===== src/rtl/periph_bus_pkg.sv =====
// Shared definitions for the peripheral bus arbiter: bus mode encoding,
// arbiter FSM state type and peripheral base addresses.
package periph_bus_pkg;

    localparam logic [1:0] MD_READ  = 2'b00;
    localparam logic [1:0] MD_WRITE = 2'b01;
    localparam logic [1:0] MD_IDLE  = 2'b11;

    typedef enum logic [1:0] {
        ST_IDLE  = 2'd0,
        ST_ISSUE = 2'd1,
        ST_DONE  = 2'd2
    } arb_state_e;

    localparam logic [23:0] UART_BASE = 24'h200000;
    localparam logic [23:0] SIE_BASE  = 24'h210000;
    localparam logic [23:0] HID_BASE  = 24'h220000;

endpackage


===== src/rtl/rr_pick.sv =====
// Combinational round-robin picker: first set request at or after ptr,
// wrapping modulo N. Returns one-hot grant, its index and an any flag.
module rr_pick #(
    parameter int N     = 2,
    parameter int IDX_W = 1
) (
    input  logic [N-1:0]     req,
    input  logic [IDX_W-1:0] ptr,
    output logic [N-1:0]     gnt,
    output logic [IDX_W-1:0] idx,
    output logic             any
);

    // Scan N candidates starting at ptr; the first hit wins.
    always_comb begin
        logic [IDX_W-1:0] cand;
        gnt  = '0;
        idx  = '0;
        any  = 1'b0;
        cand = '0;
        for (int i = 0; i < N; i++) begin
            cand = IDX_W'((int'(ptr) + i) % N);
            if (!any && req[cand]) begin
                any       = 1'b1;
                gnt[cand] = 1'b1;
                idx       = cand;
            end
        end
    end

endmodule


===== src/rtl/periph_bus_arbiter.sv =====
// Round-robin arbiter sharing the peripheral register bus between masters.
// One registered transaction per grant: IDLE (arbitrate) -> ISSUE (bus
// active one cycle) -> DONE (ack to winner).
// Optional macro PERIPH_ARB_LOCK_EN: lock_i[winner] keeps ownership across
// transactions for atomic multi-register accesses; otherwise lock_i is ignored.
//
// state | meaning
// IDLE  | no bus activity, arbitrate among requesters
// ISSUE | latched op presented on the bus for exactly one cycle
// DONE  | ack pulse to the winner, advance round-robin pointer
module periph_bus_arbiter
    import periph_bus_pkg::*;
#(
    parameter int NUM_MASTERS = 2,
    parameter int ADDR_W      = 32,
    parameter int DATA_W      = 32
) (
    input  logic                          clk_i,
    input  logic                          rstn,
    input  logic [NUM_MASTERS-1:0]        req_i,
    input  logic [NUM_MASTERS-1:0]        wr_i,
    input  logic [NUM_MASTERS-1:0]        lock_i,
    input  logic [NUM_MASTERS*ADDR_W-1:0] addr_i,
    input  logic [NUM_MASTERS*DATA_W-1:0] wdata_i,
    output logic [NUM_MASTERS-1:0]        ack_o,
    output logic [DATA_W-1:0]             rdata_o,
    output logic [NUM_MASTERS-1:0]        grant_o,
    output logic [ADDR_W-1:0]             bus_ad_o,
    output logic [DATA_W-1:0]             bus_do_o,
    output logic [1:0]                    bus_md_o,
    input  logic [DATA_W-1:0]             bus_di_i
);

    localparam int IDX_W = (NUM_MASTERS > 1) ? $clog2(NUM_MASTERS) : 1;

    arb_state_e             state, state_nxt;
    logic [IDX_W-1:0]       owner, ptr, ptr_inc;
    logic [IDX_W-1:0]       pick_ptr, pick_idx;
    logic [NUM_MASTERS-1:0] pick_req, unused_pick_gnt;
    logic                   pick_any;
    logic                   wr_q;
    logic                   locked;

    assign ptr_inc = (owner == IDX_W'(NUM_MASTERS - 1)) ? '0 : owner + 1'b1;

    // Picker inputs: plain round-robin, or restricted to the locked owner.
    always_comb begin
        pick_req = req_i;
        pick_ptr = ptr;
`ifdef PERIPH_ARB_LOCK_EN
        if (locked) begin
            if (lock_i[owner]) begin
                pick_req = req_i & (NUM_MASTERS'(1) << owner);
                pick_ptr = owner;
            end else begin
                pick_ptr = ptr_inc;
            end
        end
`endif
    end

    rr_pick #(
        .N     (NUM_MASTERS),
        .IDX_W (IDX_W)
    ) u_rr_pick (
        .req (pick_req),
        .ptr (pick_ptr),
        .gnt (unused_pick_gnt),
        .idx (pick_idx),
        .any (pick_any)
    );

`ifndef PERIPH_ARB_LOCK_EN
    logic unused_lock;
    assign unused_lock = ^lock_i;
`endif

    // Next state and bus/handshake outputs decoded from the current state.
    always_comb begin
        state_nxt = state;
        bus_md_o  = MD_IDLE;
        grant_o   = '0;
        ack_o     = '0;
        case (state)
            ST_IDLE:  if (pick_any) state_nxt = ST_ISSUE;
            ST_ISSUE: begin
                state_nxt = ST_DONE;
                bus_md_o  = wr_q ? MD_WRITE : MD_READ;
            end
            ST_DONE: begin
                state_nxt    = ST_IDLE;
                ack_o[owner] = 1'b1;
            end
            default:  state_nxt = ST_IDLE;
        endcase
        if (state != ST_IDLE) grant_o[owner] = 1'b1;
    end

    // State register, transaction latch, read capture and pointer update.
    always_ff @(posedge clk_i) begin
        if (!rstn) begin
            state    <= ST_IDLE;
            owner    <= '0;
            ptr      <= '0;
            wr_q     <= 1'b0;
            locked   <= 1'b0;
            bus_ad_o <= '0;
            bus_do_o <= '0;
            rdata_o  <= '0;
        end else begin
            state <= state_nxt;
            case (state)
                ST_IDLE: begin
`ifdef PERIPH_ARB_LOCK_EN
                    if (locked && !lock_i[owner]) begin
                        locked <= 1'b0;
                        ptr    <= ptr_inc;
                    end
`endif
                    if (pick_any) begin
                        owner    <= pick_idx;
                        wr_q     <= wr_i[pick_idx];
                        bus_ad_o <= addr_i[pick_idx*ADDR_W +: ADDR_W];
                        bus_do_o <= wdata_i[pick_idx*DATA_W +: DATA_W];
                    end
                end
                ST_ISSUE: if (!wr_q) rdata_o <= bus_di_i;
                ST_DONE: begin
`ifdef PERIPH_ARB_LOCK_EN
                    if (lock_i[owner]) locked <= 1'b1;
                    else               ptr    <= ptr_inc;
`else
                    ptr <= ptr_inc;
`endif
                end
                default: ;
            endcase
        end
    end

endmodule


===== config.mk =====
export PLATFORM = sky130hd
export DESIGN_NAME = periph_bus_arbiter
export DESIGN_NICKNAME = d
export VERILOG_FILES = /design/src/rtl/periph_bus_pkg.sv /design/src/rtl/rr_pick.sv /design/src/rtl/periph_bus_arbiter.sv
export SDC_FILE = /design/constraint.sdc
export NUM_CORES = 1
export LEC_CHECK = 0
export CAP_MARGIN = 20
export CORE_MARGIN = 8
export CORE_UTILIZATION = 35
export CTS_BUF_LIST = sky130_fd_sc_hd__clkbuf_8 sky130_fd_sc_hd__clkbuf_16
export CTS_CLUSTER_SIZE = 40
export DETAILED_ROUTE_END_ITERATION = 12
export GPL_TIMING_DRIVEN = 0
export PLACE_DENSITY = 0.82
export SYNTH_ARGS = -nofsm -noshare
export SYNTH_HDL_FRONTEND = slang
export SYNTH_SLANG_ARGS = --single-unit

===== constraint.sdc =====
create_clock -name clk_i -period 1.3 [get_ports clk_i]
set_clock_uncertainty 0.1 [all_clocks]
set_input_delay 0.26 -clock clk_i [delete_from_list [all_inputs] [get_ports clk_i]]
set_output_delay 0.26 -clock clk_i [all_outputs]
set_load 0.01 [all_outputs]

==> out/metrics.yaml, run 1 <==
cts-htree-levels: 3
rsz0062_at_grt: "yes"
cap_violations: 0
hpwl_mm: 14.9
grt_max_degree: 17
slew_viol_final: 0
clock_path_buffers: 2
area_delta_synth_final_pct: 84.1
synth_seq_area_share: 0.414
nNetsFinal: 1031
arrival_ns: 1.46
first_pass_iters: 4
clk_latency_ns: 0.35
path_class: "flop to output port"
antenna_found_initial: 0
crit_family: "simple AND/OR/NAND/NOR gates"
violations: "negative setup slack"
path_clk_slew_ns: 0.07
status: "finished with violations"
critPathSlowestCell: "dfxtp_4"
ys_seq_elements: 101
peakVddDrop_mv: 0.588
cts_tree: "built"
grt_pass1_vias: 5826
initial_utilization: 0.355
path_buf_inv: 3
max_slew_margin: 0.535
viasPerCell: 5.31
p_leak_nw: 4.00
use_met3: 0.0621
max_stage_delay_ns: 0.35
overflow: 0
post-route-util: 0.653
netlist_area_um2: 4880
cts.sinks: 101
die_w_um: 134
finalCriticalPeriod_ns: 1.82
cpMostUsedCell: "buf_8"
cts_hold_buf: 0
cp_max_fo: 4
cp_cell_sequence: "or2_4, buf_8, buf_8, and2_4, buf_6"
post-route-cell-area_um2: 8990
diodes: 0
core_area_um2: 13800
grtUsageMet2: 0.378
port-buffer-count: 267
busiest_layer: "met2"
p_per_area_nw_per_um2: 1070
avgSynthCellArea_um2: 8.98
die_area_um2: 18000
worstSetupEndpointType: "output port"
post_dp_cell_area_um2: 7860
track_usage: 0.228
die_y_um: 134
crit_path_start_kind: "flop"
setup_slack_ns: -0.516
post_drt_wl_per_cell_um: 20.8
num_io_pins: 270
regArea_um2: 2050
max_freq_mhz: 551
ys_types: 26
cp.required_ns: 0.94
vias: 5567
multi_input_area_um2: 2900
hold_viol: 0
synthCells: 544
drt-initial-drc-count: 250
drc: 0
layout_common_cells: "clkdlybuf4s50_1, dfxtp_1, o311a_1, o21bai_1, and3_1"
fp-row-count: 43
setup_violations: 106
syn_nets: 712
layout_commonest_cell: "clkdlybuf4s50_1"
filler_cell_count: 1147
ant_nets: 0
hp-class: "primary input to flop"
grt_util_met1: 0.277
drive_above_1_share: 0.359
yosysWarnings: 0
timing.final.crit_share: 1.40
cts_root_buf: "clkbuf_16"
routed_wl_mm: 21.8
gp_congestion: 0.820
cts_made_buffers: 9
grt_pass1_wl_mm: 32.5
worst_slew_pin_slew_ns: 0.697
[state kept, by name (all words and copies together) (netlist names)]
signal	count
bus_ad_o	32
wr_q	1
pick_ptr	1
state	2
bus_do_o	32
rdata_o	32
owner	1
[where the power goes]
part	internal, mW	total (mW)	leakage, nW	switching [mW]
Sequential	3.41	3.57	0.841	0.157
Combinational	1.81	3.20	3.01	1.38
Clock	1.60	2.84	0.148	1.24
[stage by stage]
step                      cells  setup TNS (ns)  total power, mW  setup WS (ns)  hold WS, ns
after floorplan             544           -5.35             4.83         -0.127        0.296
after global placement      991          -80.03             6.27          -1.04        0.341
after detailed placement    991          -81.60             6.30          -1.09        0.346
after CTS                  1043          -28.69             9.56         -0.527        0.343
after global routing       1048          -31.44             10.0         -0.545        0.346
final                      1048          -25.26             9.60         -0.516        0.353
[kinds of logic (layout without fill, tap and decap cells)]
group,after synthesis,count (layout),synth area share
AOI/OAI and AO/OA,231,231,0.370
buffers and inverters,69,393,0.0663
DFF,101,101,0.414
and+or+nand+nor,143,143,0.150
[path summary, 6_finish.rpt]
| kind | slack [ns] | cells after the start | startpoint | endpoint |
|---|---|---|---|---|
| hold / removal | 0.35 | 3 | bus_di_i[8] | rdata_o[8] |
| setup reg to reg | -0.39 | 7 | state[1] | bus_ad_o[2] |
| setup / recovery | -0.52 | 5 | state[1] | grant_o[1] |
| hold reg to reg | 0.36 | 2 | rdata_o[26] | rdata_o[26] |
[layout make-up]
class / count / share of cell area
sequential: 101 / 0.228
inverter: 3 / 0.00139
clock inverter: 5 / 0.00654
multi-input combinational: 374 / 0.323
clock buffer: 11 / 0.0281
buffer: 61 / 0.0611
timing repair buffer: 313 / 0.327
tap: 180 / 0.0250
[Yosys cell counts (all sizes together)]
cell	instances	area [um^2]
nor2	5	21.3
o21ai	2	10.0
nand2	64	240
nor3	1	5.00
a21oi	34	170
buf	24	155
o311a	65	651
or2	1	6.26
clkinv	1	3.75
nand2b	2	15.0
and2	1	6.26
nand3	1	5.00
clkbuf	42	158
dfxtp	101	2020
and3	66	413
o21bai	65	488
a21boi	65	488
inv	2	7.51
nor3b	2	20.0
[what timing repair did]
action | CTS | global route
setup buffers | 25 | 10
endpoints found under the hold margin | 0 | 0
pin swaps | 24 | 92
resized for setup | 403 | 217
setup endpoints to repair | 202 | 180
gates cloned | 13 | 3
[per-layer routing]
metal  routed length [um]  vias to the layer above  share of wire
met5                    0                        -              0
met4                  540                        0          0.025
met3                 1600                       33          0.073
met2                10700                      228           0.49
met1                 9010                     2649           0.41
li1                     -                     2657              -
[worst reg2reg max path, stage by stage, from the launching register on]
cell	delay, ns
dfxtp_4	0.35
buf_4	0.15
nor2_4	0.13
o21ai_4	0.13
buf_12	0.19
buf_12	0.13
buf_16	0.12
o311a_1	0.28
Power figures use the tool's default switching activity.
==> run 2: changes to the inputs <==
Settings changed: CORE_MARGIN 8 to 1.5, PLACE_DENSITY 0.82 to 0.77.
==> out/metrics.yaml, run 2 (synthesized netlist as in run 1, its figures left out) <==
diodes: 0
core_area_um2: 13500
critPathSlowestCell: "dfxtp_4"
total_power_mw: 9.49
finalCriticalPeriod_ns: 1.85
rsz0062_at_grt: "yes"
post_drt_wl_per_cell_um: 20.0
grt_pass1_vias: 5529
reg.largest.list: "bus_ad_o (32), bus_do_o (32), rdata_o (32)"
drive_above_1_share: 0.366
first_pass_iters: 5
nNetsFinal: 1021
cts.sinks: 101
worstSetupEndpointType: "output port"
drc: 0
post_dp_cell_area_um2: 7860
grt_max_degree: 16
cts_root_buf: "clkbuf_16"
cts-htree-levels: 3
max_freq_mhz: 541
grt_pass1_wl_mm: 28.5
internal_power_mw: 6.75
cts_made_buffers: 9
clockPowerShare: 0.294
cts_hold_buf: 0
p_leak_nw: 4.04
max_slew_margin: 0.667
max_stage_delay_ns: 0.36
combinationalPowerShare: 0.326
cp_cell_sequence: "or2_4, buf_8, buf_8, and2_4, buf_6"
initial_utilization: 0.363
vias: 5676
filler_cell_count: 1098
slew_viol_final: 0
p_seq_frac: 0.380
die_w_um: 121
hpwl_mm: 13.8
hold_viol: 0
cp_max_fo: 5
drt-initial-drc-count: 323
layout_common_cells: "clkdlybuf4s50_1, dfxtp_1, a21boi_0, o21bai_1, o311a_1"
violations: "negative setup slack"
status: "finished with violations"
die_area_um2: 14700
die_y_um: 121
area_delta_synth_final_pct: 82.9
layout_commonest_cell: "clkdlybuf4s50_1"
arrival_ns: 1.49
p_per_area_nw_per_um2: 1060
overflow: 0
clock_path_buffers: 2
cpMostUsedCell: "buf_8"
clk_latency_ns: 0.35
hp-class: "primary input to flop"
gp_congestion: 0.811
worst_slew_pin_slew_ns: 0.499
path_clk_slew_ns: 0.07
fin_hold_ws_ns: 0.357
ant_nets: 0
cp.required_ns: 0.94
crit_path_start_kind: "flop"
num_io_pins: 270
track_usage: 0.248
antenna_found_initial: 0
switching_share: 0.289
peakVddDrop_mv: 0.794
viasPerCell: 5.49
cts_tree: "built"
cap_violations: 0
port-buffer-count: 267
setup_violations: 103
timing.final.crit_share: 1.42
p_switching_mw: 2.74
post-route-cell-area_um2: 8930
fp-row-count: 42
setup_slack_ns: -0.547
finalSetupTns_ns: -26.56
path_class: "flop to output port"
routed_wl_mm: 20.7
-- run 2: area by class of cell --
| cell class | instances | area [um^2] | area share |
|---|---|---|---|
| multi-input combinational | 374 | 2950 | 0.331 |
| timing repair buffer | 299 | 2820 | 0.315 |
| sequential | 101 | 2070 | 0.232 |
| buffer | 65 | 558 | 0.0625 |
| clock buffer | 11 | 253 | 0.0283 |
| tap | 176 | 220 | 0.0246 |
| clock inverter | 5 | 51.3 | 0.00574 |
| inverter | 3 | 12.5 | 0.00140 |
-- run 2: layer usage --
metal / vias up / GRT usage / routed length, um / part of all wire
met5: - / 0 / 0 / 0
met2: 245 / 0.437 / 10300 / 0.50
met4: 0 / 0.107 / 713 / 0.034
met3: 46 / 0.0545 / 1350 / 0.065
li1: 2649 / - / - / -
met1: 2736 / 0.287 / 8300 / 0.40
-- run 2: final timing paths --
| path | slack [ns] | startpoint | end | cells after the start |
|---|---|---|---|---|
| setup / recovery | -0.55 | state[0] | grant_o[1] | 5 |
| hold / removal | 0.36 | bus_di_i[1] | rdata_o[1] | 3 |
| setup reg to reg | -0.40 | state[0] | bus_do_o[26] | 6 |
| hold reg to reg | 0.36 | rdata_o[5] | rdata_o[5] | 2 |
-- run 2: what timing repair did --
action	in CTS	in global routing
resized for setup	342	249
pin swaps	3	90
setup buffers	6	15
setup endpoints to repair	202	185
gates cloned	0	12
-- run 2: power by group through the flow --
stage	Combinational (mW)	Clock, mW	Sequential [mW]
floorplan	1.09	0	3.75
global placement	2.59	0	3.63
detailed placement	2.63	0	3.64
CTS	2.63	2.83	3.59
global route	3.29	2.98	3.64
finish	3.09	2.79	3.61
-- run 2: critical path: cells and delay by family (launching register included) --
family                 cells  cell delay [ns]
buffers and inverters      3             0.35
AND/OR/NAND/NOR            2             0.42
flip-flops                 1             0.36
-- run 2: stage by stage --
| step | instances | utilization | worst slack [ns] |
|---|---|---|---|
| after global routing | 1034 | 0.664 | -0.575 |
| after global placement | 987 | 0.584 | -1.10 |
| final | 1034 | 0.664 | -0.547 |
| after detailed placement | 987 | 0.584 | -1.12 |
| after CTS | 1008 | 0.623 | -0.552 |
| after floorplan | 544 | - | -0.127 |
